<file path="src/rtl/shift_deser.sv">
// ============================================================================
//  Module   : shift_deser
//  Brief    : Framed serial-to-parallel receiver (start/WIDTH data/stop) with
//             per-frame bit order, valid/ready output, framing and overrun flags.
//  Revision : 1.0
// ============================================================================
`default_nettype none

module shift_deser #(
  parameter int WIDTH = 4
) (
  input  logic             clk,
  input  logic             clr,
  input  logic             en,
  input  logic             sin,
  input  logic             dir,
  output logic [WIDTH-1:0] Qout,
  output logic             valid,
  input  logic             ready,
  output logic             frame_err,
  output logic             ovr,
  output logic             busy
);

  localparam int CNT_W = (WIDTH > 1) ? $clog2(WIDTH) : 1;
  localparam logic [CNT_W-1:0] LAST_BIT = CNT_W'(WIDTH - 1);

  typedef enum logic [1:0] {
    S_IDLE = 2'd0,
    S_DATA = 2'd1,
    S_STOP = 2'd2
  } state_t;

  state_t           state_q;
  logic [CNT_W-1:0] cnt_q;
  logic [WIDTH-1:0] sh_q;
  logic [WIDTH-1:0] sh_d;
  logic             dir_q;
  logic [WIDTH-1:0] qout_q;
  logic             valid_q;
  logic             ferr_q;
  logic             ovr_q;
  logic             load_ok;

  // dir_q=0 fills from the LSB end (MSB-first); dir_q=1 fills from the MSB end.
  always_comb begin
    sh_d = sh_q;
    if (dir_q) sh_d = {sin, sh_q[WIDTH-1:1]};
    else       sh_d = {sh_q[WIDTH-2:0], sin};
  end

  assign load_ok = !valid_q || ready;

  always_ff @(posedge clk) begin
    if (clr) begin
      state_q <= S_IDLE;
      cnt_q   <= '0;
      sh_q    <= '0;
      dir_q   <= 1'b0;
      qout_q  <= '0;
      valid_q <= 1'b0;
      ferr_q  <= 1'b0;
      ovr_q   <= 1'b0;
    end else begin
      ferr_q <= 1'b0;
      ovr_q  <= 1'b0;
      // Accept clears valid; a load at the same edge below re-asserts it.
      if (valid_q && ready) valid_q <= 1'b0;
      if (en) begin
        case (state_q)
          S_IDLE: begin
            if (!sin) begin
              state_q <= S_DATA;
              cnt_q   <= '0;
              dir_q   <= dir;
            end
          end
          S_DATA: begin
            sh_q  <= sh_d;
            cnt_q <= cnt_q + 1'b1;
            if (cnt_q == LAST_BIT) state_q <= S_STOP;
          end
          S_STOP: begin
            state_q <= S_IDLE;
            if (!sin) begin
              ferr_q <= 1'b1;
            end else if (load_ok) begin
              qout_q  <= sh_q;
              valid_q <= 1'b1;
            end else begin
              ovr_q <= 1'b1;
            end
          end
          default: state_q <= S_IDLE;
        endcase
      end
    end
  end

  assign Qout      = qout_q;
  assign valid     = valid_q;
  assign frame_err = ferr_q;
  assign ovr       = ovr_q;
  assign busy      = (state_q != S_IDLE);

endmodule

`default_nettype wire

</file>
<file path="config.mk">
export PLATFORM = sky130hd
export DESIGN_NAME = shift_deser
export DESIGN_NICKNAME = d
export VERILOG_FILES = /design/src/rtl/shift_deser.sv
export SDC_FILE = /design/constraint.sdc
export NUM_CORES = 1
export LEC_CHECK = 0
export CORE_MARGIN = 2
export CORE_UTILIZATION = 45
export CTS_CLUSTER_DIAMETER = 200
export CTS_CLUSTER_SIZE = 14
export DETAILED_ROUTE_END_ITERATION = 6
export DONT_BUFFER_PORTS = 1
export SYNTH_ARGS = -nofsm -noshare
export SYNTH_HDL_FRONTEND = slang
export SYNTH_SLANG_ARGS = --single-unit
</file>
<file path="constraint.sdc">
create_clock -name clk -period 2.5 [get_ports clk]
set_input_delay 0.375 -clock clk [delete_from_list [all_inputs] [get_ports clk]]
set_output_delay 0.375 -clock clk [all_outputs]
set_load 0.005 [all_outputs]
</file>
==> run summary, run 1 <==
The run finished with clean final reports. After the first detailed-routing iteration, the DRC count stood at 12. The worst supply voltage drop on vdd is 0.532 mV, and the largest fanout of any net on the critical path is 8. In this design, the stage delay of the slowest critical-path cell is 0.39 ns. The wire length per cell is 12.6 µm. On the final layout, the worst clock skew is 0.00139 ns. The signal on the critical path passes through or2_2.

The detailed-route via count was 489. The run gives 0.766 as the routability congestion estimate. Number of warnings printed during yosys synthesis: 0. At the pin with the least slew margin, the transition time is 0.489 ns.

The tools report the number of H-tree levels as 1. Register bit total from synthesis: 16. The cell family contributing the most delay on the critical path is flip-flops. The die extent in x was 44.8 µm. The tools report the worst hold path startpoint as clr. 14 I/O pins were placed. Destination of the worst register-to-register timing path: Qout[0]$_SDFFE_PP0P_. The pin count of the biggest net entering global routing was 22; the part of the cycle the worst path needs was 55.3%. The top cell type by area accounts for 42.7% of the synthesized area. The final setup violation count was 0. The combined area of all synthesized cells is 749 µm², and the average size of a mapped cell is 10.3 µm². The tool flagged a number of max-cap violations equal to 0.

At the worst endpoint, the arrival time is 1.01 ns. The tools report the final hold violation count as 0. Setup repair after global routing left no endpoint under its margin. Relative to the synthesized area, the layout overhead comes to 3.34%. The cell depth of the worst min-delay path was 1; the number of nets with antenna violations after detailed routing was 0.

Counting the buffers created by CTS gives 3. The first TritonRoute pass finished after 4 iterations. After floorplanning, the core was sized to cover 0.00154 mm². The tools report the number of global-route vias before repair as 453. Nature of the critical path startpoint: a flip-flop. Power spread over the standard cell area amounts to 632 mW/mm². Dividing the detail-routed via count by the number of cells gives 5.56. The routed wire length came out at 1110 µm.

Cell type of the slowest stage on the worst timing path: dfxtp_1. Measured in cells, the most critical reg-to-reg path has a length of 3. For the insertion delay of the later-clocked pin in the worst-skew pair, the log shows 0.28 ns. The logs give 774 µm² for the area of all placed cells without fillers and 0 for the aggregate global routing overflow.

For this run, the top clock speed supported by timing is 724 MHz. The tools report the initial antenna violation count as 0. The count of cells resized by post-cts repair is 0, and the clock-pin slew on the worst setup and hold paths is 0.09 ns. The share of cells above drive strength 1 is 20.8%, and the setup slack after placement is 1.14 ns. The final period demand of the worst path came out at 1.38 ns. The cell sitting at the root of the clock tree is a clkbuf_4.

Fraction of the core area covered by cells at the end of the flow: 50.2%. Once the floorplan was initialized, standard cells occupied 48.6% of the core. The worst register-to-register path has a setup slack of 1.13 ns. The tools report the number of instances in the synthesized netlist as 73. The number of hold buffers added after CTS was 0. Measured along the y axis, the die boundary spans 44.8 µm.

The final layout contains 80 nets. Headroom to the max-slew limit came out at 67.4%. By area the synthesized netlist is led by dfxtp_1 43%, mux2i_1 12%, nand2b_1 9.2%.

Data on the critical path is required at its endpoint by 2.12 ns. The worst setup path is captured at a primary output. The critical path class was flip-flop to primary output.

The die covers 0.00201 mm². The count of buffers added on input and output ports is 0. No sink is reached through more buffers than the 2 on the longest clock path. The global-route wire length before repair was 1950 µm; the total negative setup slack was 0 ns. The clock drives 16 sinks. TritonCTS built the clock tree. For the number of placement rows, the log shows 14. The synthesized design spends more area on one cell type than any other, namely dfxtp_1.

The static power due to leakage was 0.258 nW; the unique cell type count in the Yosys netlist was 26. The filler cell count in the final layout was 149. The logs give 789 µm for the detailed-placement wirelength estimate and 13.7% for the total track usage. The repair_antennas step left the layout with diodes totalling 0. The DRC violation count after routing is 0. The min-delay analysis places its worst path in the category primary input to flip-flop. The total chip power came out at 0.000489 W. The run gives 0 as the max-slew violation count. The combined buffer and inverter count along the critical path came out at 0. The logs give 1.12 ns for the worst setup slack after layout and 0 for the post-CTS setup repair buffer count. Summing all placed instances gives a cell area of 738 µm². The run gives 80 as the synthesized net count. For this run, the register share of the synthesized area comes to 42.7%. The worst register-to-register path begins at state_q[1]$_SDFFE_PP0P_. Worst min-delay path endpoint: sh_q[1]$_SDFFE_PP0P_.
-- layout by cell type, fill, tap and decap left out, types with 2 or more instances in the layout --
cell,count
dfxtp_1,16
nand2b_1,11
mux2i_1,9
a21oi_1,4
nor2_2,4
a211oi_2,4
nor2_1,3
clkbuf_4,3
nor2b_1,2
o21ai_0,2
-- state kept, by name, indices dropped and copies added (netlist names) --
register,count
state_q,2
frame_err,1
ovr,1
dir_q,1
sh_q,4
valid,1
cnt_q,2
Qout,4
-- through the flow --
stage	instances	hold slack, ns
after floorplan	73	0.453
after global placement	84	0.442
after detailed placement	84	0.443
after CTS	88	0.130
after global routing	88	0.118
final	88	0.144
-- worst max-delay path by stage --
stage | depth (start not counted) | to | slack, ns | from
finish | 1 | busy | 1.12 | state_q[1]$_SDFFE_PP0P_
global route | 3 | Qout[2]$_SDFFE_PP0P_ | 0.96 | state_q[1]$_SDFFE_PP0P_
CTS | 1 | busy | 1.11 | state_q[1]$_SDFFE_PP0P_
detailed placement | 3 | Qout[1]$_SDFFE_PP0P_ | 1.14 | state_q[1]$_SDFFE_PP0P_
global placement | 3 | Qout[0]$_SDFFE_PP0P_ | 1.21 | state_q[1]$_SDFFE_PP0P_
floorplan | 4 | Qout[0]$_SDFFE_PP0P_ | 1.46 | state_q[1]$_SDFFE_PP0P_
-- where the power goes --
group          internal [W]  switching (W)  total [W]
logic             0.0000247      0.0000187  0.0000434
clock network     0.0000886      0.0000808   0.000169
registers          0.000264      0.0000122   0.000277
-- area by class of cell --
cell class                 instances  area [µm²]  share of cell area (%)
multi-input combinational         52         398                    51.4
clock buffer                       4        36.3                    4.68
sequential                        16         320                    41.4
tap                               16        20.0                    2.58
-- cell families (layout without fill, tap and decap cells) --
family	Yosys count	count (layout)	share of synthesized area, %
AOI/OAI and AO/OA	11	11	11.7
adders and majority gates	1	1	1.67
buffers and inverters	5	4	4.17
DFF	16	16	42.7
muxes	10	10	13.5
and+or+nand+nor	30	30	26.2
-- cell usage after synthesis --
library cell / instances
nor2_2: 4
buf_6: 1
o31ai_1: 1
a21oi_1: 4
o21ai_0: 2
and3b_1: 1
nand2_1: 1
mux2i_1: 9
clkbuf_1: 2
nor2b_1: 2
and4b_1: 1
nand4b_1: 1
and2b_1: 1
nor2_1: 3
nand2b_1: 11
nand3_1: 1
nor4b_2: 1
or3b_1: 1
buf_2: 1
mux2_2: 1
or2_2: 1
dfxtp_1: 16
ha_1: 1
buf_4: 1
nor3_1: 1
a211oi_2: 4
-- routing by layer --
| metal | wire length [µm] | track usage, % |
|---|---|---|
| met5 | 0 | 0 |
| met4 | 13 | 5.29 |
| met3 | 71 | 6.00 |
| met2 | 470 | 20.6 |
| met1 | 551 | 17.3 |
Power figures use the tool's default switching activity.
==> run 2: changes to the inputs <==
==> constraint.sdc (replaced) <==
create_clock -name clk -period 1.22 [get_ports clk]
set_input_delay 0.183 -clock clk [delete_from_list [all_inputs] [get_ports clk]]
set_output_delay 0.183 -clock clk [all_outputs]
set_load 0.005 [all_outputs]
==> run summary, run 2 (synthesis results as in run 1) <==
Quantity of I/O buffers inserted on ports: 0. The number of H-tree levels is 1, and the part of the cycle the worst path needs is 96.5%. The maximum achievable frequency was 850 MHz. Number of placement rows: 14.

The initial antenna violation count was 0. Across every metal layer, demand over resource in global routing totals 15.8%. The worst setup path is captured at a flip-flop. The clock-pin slew on the worst setup and hold paths is 0.09 ns, and the DRC violation count after routing is 0.

The tightest hold margin came out at 0.0535 ns. Root buffer cell: clkbuf_4. The final hold violation count came out at 0.

The number of nets with antenna violations after detailed routing was 0. CTS saw 16 sinks. Relative to the synthesized area, the layout overhead comes to 16.9%. In this run the static leakage power is 0.311 nW.

Clock tree synthesis inserted a total of 3 buffers. The flow ran to the end, and the final reports show no timing, DRC or antenna violations. The number of antenna repair diodes came out at 0. Entering global routing, the biggest net connects 12 pins.

The final period demand of the worst path is 1.18 ns. The tools report the max-slew violation count as 0. The total length of routed met3 wires was 36 µm; the wire length per cell was 13.3 µm. Once the floorplan was initialized, standard cells occupied 48.6% of the core.

The die covers 0.00201 mm². The run gives 14 as the I/O pin total. The run gives 0 as the aggregate global routing overflow. The internal power is 0.000744 W.

Counting along the longest clock path gives a buffer depth of 2. The power spent charging and discharging nets was 0.000238 W; the share of cells above drive strength 1 was 31.3%. At the later pin of the worst-skew pair, clock insertion delay measures 0.28 ns. The tightest min-delay check is of the primary input to flip-flop type. At the worst endpoint, the required time is 1.42 ns. Net switching is 24.2% of the power. The tools report the final setup violation count as 0. The library cells used most frequently in the layout, excluding fill and tap cells, are 14 x dfxtp_1, 11 x nand2b_1, 9 x mux2i_1. The data arrival at the endpoint of the critical path was 1.38 ns.

The largest fanout of any net on the critical path is 5. After the first detailed-routing iteration, the DRC count stood at 6. The layout has 146 filler cells.

Top layer reached by signal wires: met4. Setup repair after global routing left no endpoint under its margin. The run gives 0 ns as the total negative setup slack.

By startpoint and endpoint, the worst setup path is classified as flip-flop to flip-flop. Leading cell type in the layout, fill and taps excluded: dfxtp_1. After detailed routing, the wire length on met1 is 651 µm.

The number of global-route vias before repair was 518; the area of the placeable core was 0.00154 mm². The transition time of the tightest slew-check pin came out at 0.516 ns. Routability-driven placement finished with a final weighted congestion of 0.778. The number of violations of the max-capacitance limit is 0. Worst supply voltage drop on vdd: 0.482 mV. The floorplan step set the die height to 44.8 µm. The clock power share came out at 27.6%. Measured against its own limit, the worst slew margin works out to 65.5%. For this design the ratio of total power to cell area is 1120 mW/mm². The wire-length estimate of the detail-placed layout is 853 µm.

The detailed-route via count was 526; the per-cell via count in the routed design was 5.48. TritonCTS built the clock tree. The iteration count of the initial detailed-routing pass is 2.

The first global-routing pass estimated 2270 µm of wire. The amount of wire on met2 after detailed routing was 569 µm. The tools report the power share of the combinational group as 15.2%.

The die extent in x is 44.8 µm. STA classifies the critical path startpoint as a flip-flop. Wires add up to 1280 µm.

Sequential cells burn 57.3% of the power. On the final layout, the worst clock skew is 0.00691 ns. In the final design database the tool counted 89 nets.
[run 2: path summary, 6_finish.rpt]
kind	to	from	slack, ns	cells past startpoint
worst max-delay path	sh_q[0]$_SDFFE_PP0P_	state_q[1]$_SDFFE_PP0P_	0.04	5
worst max register to register	sh_q[0]$_SDFFE_PP0P_	state_q[1]$_SDFFE_PP0P_	0.04	5
worst min register to register	Qout[0]$_SDFFE_PP0P_	Qout[0]$_SDFFE_PP0P_	0.49	2
worst min-delay path	dir_q$_SDFFE_PP0P_	dir	0.05	2
[run 2: power by group through the flow]
stage	Combinational (W)	Sequential (W)	Clock (W)
floorplan	0.0000995	0.000570	0
global placement	0.000111	0.000574	0
detailed placement	0.000113	0.000575	0
CTS	0.000134	0.000562	0.000277
global route	0.000164	0.000566	0.000303
finish	0.000149	0.000562	0.000271
[run 2: worst max-delay path, cell delays in order, from the launching register on]
cell and delay (ns):
dfxtp_2 0.33, buf_4 0.14, and3b_2 0.29, buf_12 0.13
nor2_2 0.04, a211oi_2 0.17
[run 2: per-layer routing]
layer | vias to the layer above | global-route usage (%)
met3 | 2 | 2.40
li1 | 271 | -
met4 | 0 | 10.6
met5 | - | 0
met2 | 8 | 22.9
met1 | 245 | 21.6
[run 2: repair_timing]
action	in CTS	in global routing
resized for setup	3	2
setup endpoints to repair	1	8
pin swaps	0	5
endpoints found under the hold margin	11	0
cloned	0	1
hold buffers	1	0
setup buffers	2	1
[run 2: area by class of cell]
cell class | instances | area [µm²] | share of cell area [%]
multi-input combinational | 52 | 410 | 46.9
sequential | 16 | 323 | 36.9
timing repair buffer | 9 | 100 | 11.4
clock buffer | 3 | 22.5 | 2.57
tap | 16 | 20.0 | 2.29
[run 2: metrics by stage]
stage                     utilization [%]  power, W  setup slack [ns]  area, µm²  std cells
after floorplan                         -  0.000670             0.179        749         73
after global routing                 56.8   0.00103           0.00340        876         96
after global placement               50.6  0.000686             0.153        781         88
after detailed placement             50.6  0.000689             0.125        781         88
after CTS                            54.1  0.000973            0.0496        833         94
final                                56.8  0.000982            0.0429        876         96
==> run 3: changes to the inputs <==
--- a/config.mk
+++ b/config.mk
@@ -11,6 +11,7 @@
 export CTS_CLUSTER_SIZE = 14
 export DETAILED_ROUTE_END_ITERATION = 6
 export DONT_BUFFER_PORTS = 1
+export HOLD_SLACK_MARGIN = 0.15
 export SYNTH_ARGS = -nofsm -noshare
 export SYNTH_HDL_FRONTEND = slang
 export SYNTH_SLANG_ARGS = --single-unit
==> run summary, run 3 (synthesis results as in run 1) <==
Hold-fix buffer count after cts: 8. The pre-antenna-repair detailed-routing pass consisted of 3 iterations. The floorplan step set the die width to 44.8 µm.

The run gives 0 as the aggregate global routing overflow. In the final design database the tool counted 96 nets. The first-iteration detailed-routing DRC count is 5, and the max-slew violation count is 0. Setup repair after global routing left no endpoint under its margin. The nature of the critical path startpoint was a flip-flop. The run gives 0.125 ns as the setup slack after placement. Data arrives at the worst endpoint at 1.37 ns.

The number of clock sinks was 16; the part of the cycle the worst path needs was 96.1%. In the post-route analysis, the smallest setup slack over all paths is 0.0475 ns. The die boundary height was 44.8 µm. Growth of design area from synthesis to finish: 26.7%. Row generation in the floorplan step produced 14 rows. The logs give 0.778 for the routability congestion estimate and 2330 µm for the global-route wire length before repair.

In this run, CTS created clock tree buffers numbering 3. Adding up every negative setup slack in the final design gives 0 ns. The number of global-route vias before repair was 548. For this configuration, the core starts out at a cell density of 48.6%. The required arrival time at the worst endpoint is 1.41 ns, and the worst-case headroom to the max-slew limit is 83.3%. Summed over all layers, the routed wires come to 1340 µm. Power spread over the standard cell area amounts to 1020 mW/mm². TritonCTS built the clock tree. Maximum achievable frequency: 853 MHz. On the critical path the largest part of the delay comes from flip-flops. At the later pin of the worst-skew pair, clock insertion delay measures 0.27 ns.

Traced cell by cell, the critical path runs through buf_4 -> and3b_2 -> buf_12 -> nor2_2 -> a211oi_2. Sort of element at the end of the critical path: a flip-flop. The tightest hold margin is -0.0406 ns, and the transition time of the tightest slew-check pin is 0.250 ns.

In the layout the commonest cells are 11 x nand2b_1, 10 x dfxtp_1, 9 x mux2i_1. The maximum root-to-sink buffer count came out at 2. After filler insertion, the fill cell instance count of the layout stands at 140. After detailed routing, the number of remaining DRC violations is 0. The per-cell via count in the routed design is 5.47.

The number of antenna repair diodes is 0. The highest cell delay on the worst timing path works out to 0.33 ns. The checks that failed: negative hold slack. Dividing the detail-routed wire length by the instance count gives 13.0 µm. VDD sags by at most 0.448 mV.

For this design the static power due to leakage is 0.330 nW. Setup violations remaining at the end of the flow were counted as 0. The die covers 0.00201 mm².

Of all nets on the critical path, the largest fanout is 5. Cell type of the slowest stage on the worst timing path: dfxtp_2. The number of violations of the max-capacitance limit came out at 0. The leading cell type in the layout, fill and taps excluded is nand2b_1. After legalization and detailed placement, the total HPWL measured 853 µm. For the pin count of the biggest net entering global routing, the log shows 22. The routed layout has 563 vias. Input and output buffers added on the ports amount to 0. The run gives 14 as the I/O pin total. The min-delay analysis places its worst path in the category primary input to flip-flop. The flow ran to the end, but the final reports show violations.

The run gives 0 as the initial antenna violation count. The combined buffer and inverter count along the critical path works out to 2. Once detail routing completed, the nets flagged for antenna violations numbered 0. The core region is 0.00154 mm². Between clock sinks in the finished design, the worst skew comes to 0.00698 ns. Global routing consumed, over all layers together, 16.1% of the routing resources.

The number of H-tree levels is 1. The final hold violation count came out at 11. The critical path class is flip-flop to flip-flop. The share of cells above drive strength 1 works out to 33.3%. The routed design could run at a clock period as short as 1.17 ns. Clock-pin slew was measured on the worst setup and hold paths at 0.09 ns. The root buffer cell is clkbuf_4.
## run 3: repair_timing
item / 4_1_cts / 5_1_grt
pin swaps: 0 / 4
resized for setup: 3 / 8
setup endpoints to repair: 1 / 7
buffers inserted: 2 / 1
endpoints found under the hold margin: 16 / 13
gates cloned: 0 / 1
## run 3: final timing paths
path	startpoint	to	slack, ns	depth (start not counted)
hold / removal	clr	state_q[1]$_SDFFE_PP0P_	-0.04	1
setup / recovery	state_q[1]$_SDFFE_PP0P_	sh_q[0]$_SDFFE_PP0P_	0.05	5
setup reg to reg	state_q[1]$_SDFFE_PP0P_	sh_q[0]$_SDFFE_PP0P_	0.05	5
hold reg to reg	cnt_q[1]$_SDFFE_PP0P_	cnt_q[1]$_SDFFE_PP0P_	0.49	2
## run 3: power breakdown
| group | internal, W | switching (W) | leakage (nW) | total, W |
|---|---|---|---|---|
| Combinational | 0.0000904 | 0.0000554 | 0.183 | 0.000146 |
| Clock | 0.000114 | 0.000148 | 0.0138 | 0.000262 |
| Sequential | 0.000543 | 0.0000200 | 0.133 | 0.000563 |
## run 3: cell type report
type                       instances  area [µm²]  share of cell area, %
tap                               16        20.0                   2.11
multi-input combinational         52         402                   42.3
sequential                        16         330                   34.8
clock buffer                       3        22.5                   2.37
timing repair buffer              16         175                   18.4
## run 3: per-layer routing
| layer | up-vias | share of wire (%) | track usage [%] |
|---|---|---|---|
| li1 | 284 | - | - |
| met1 | 269 | 49 | 21.6 |
| met2 | 8 | 46 | 23.8 |
| met3 | 2 | 2.9 | 2.40 |
| met4 | 0 | 1.3 | 10.6 |
| met5 | - | 0 | 0 |
## run 3: stage by stage
step | power (W) | hold slack (ns) | util, % | cell area [µm²] | cells
floorplan | 0.000670 | 0.330 | - | 749 | 73
global placement | 0.000686 | 0.250 | 50.6 | 781 | 88
detailed placement | 0.000689 | 0.251 | 50.6 | 781 | 88
CTS | 0.000973 | -0.0502 | 58.6 | 903 | 101
global route | 0.00102 | -0.0644 | 61.6 | 950 | 103
finish | 0.000972 | -0.0406 | 61.6 | 950 | 103
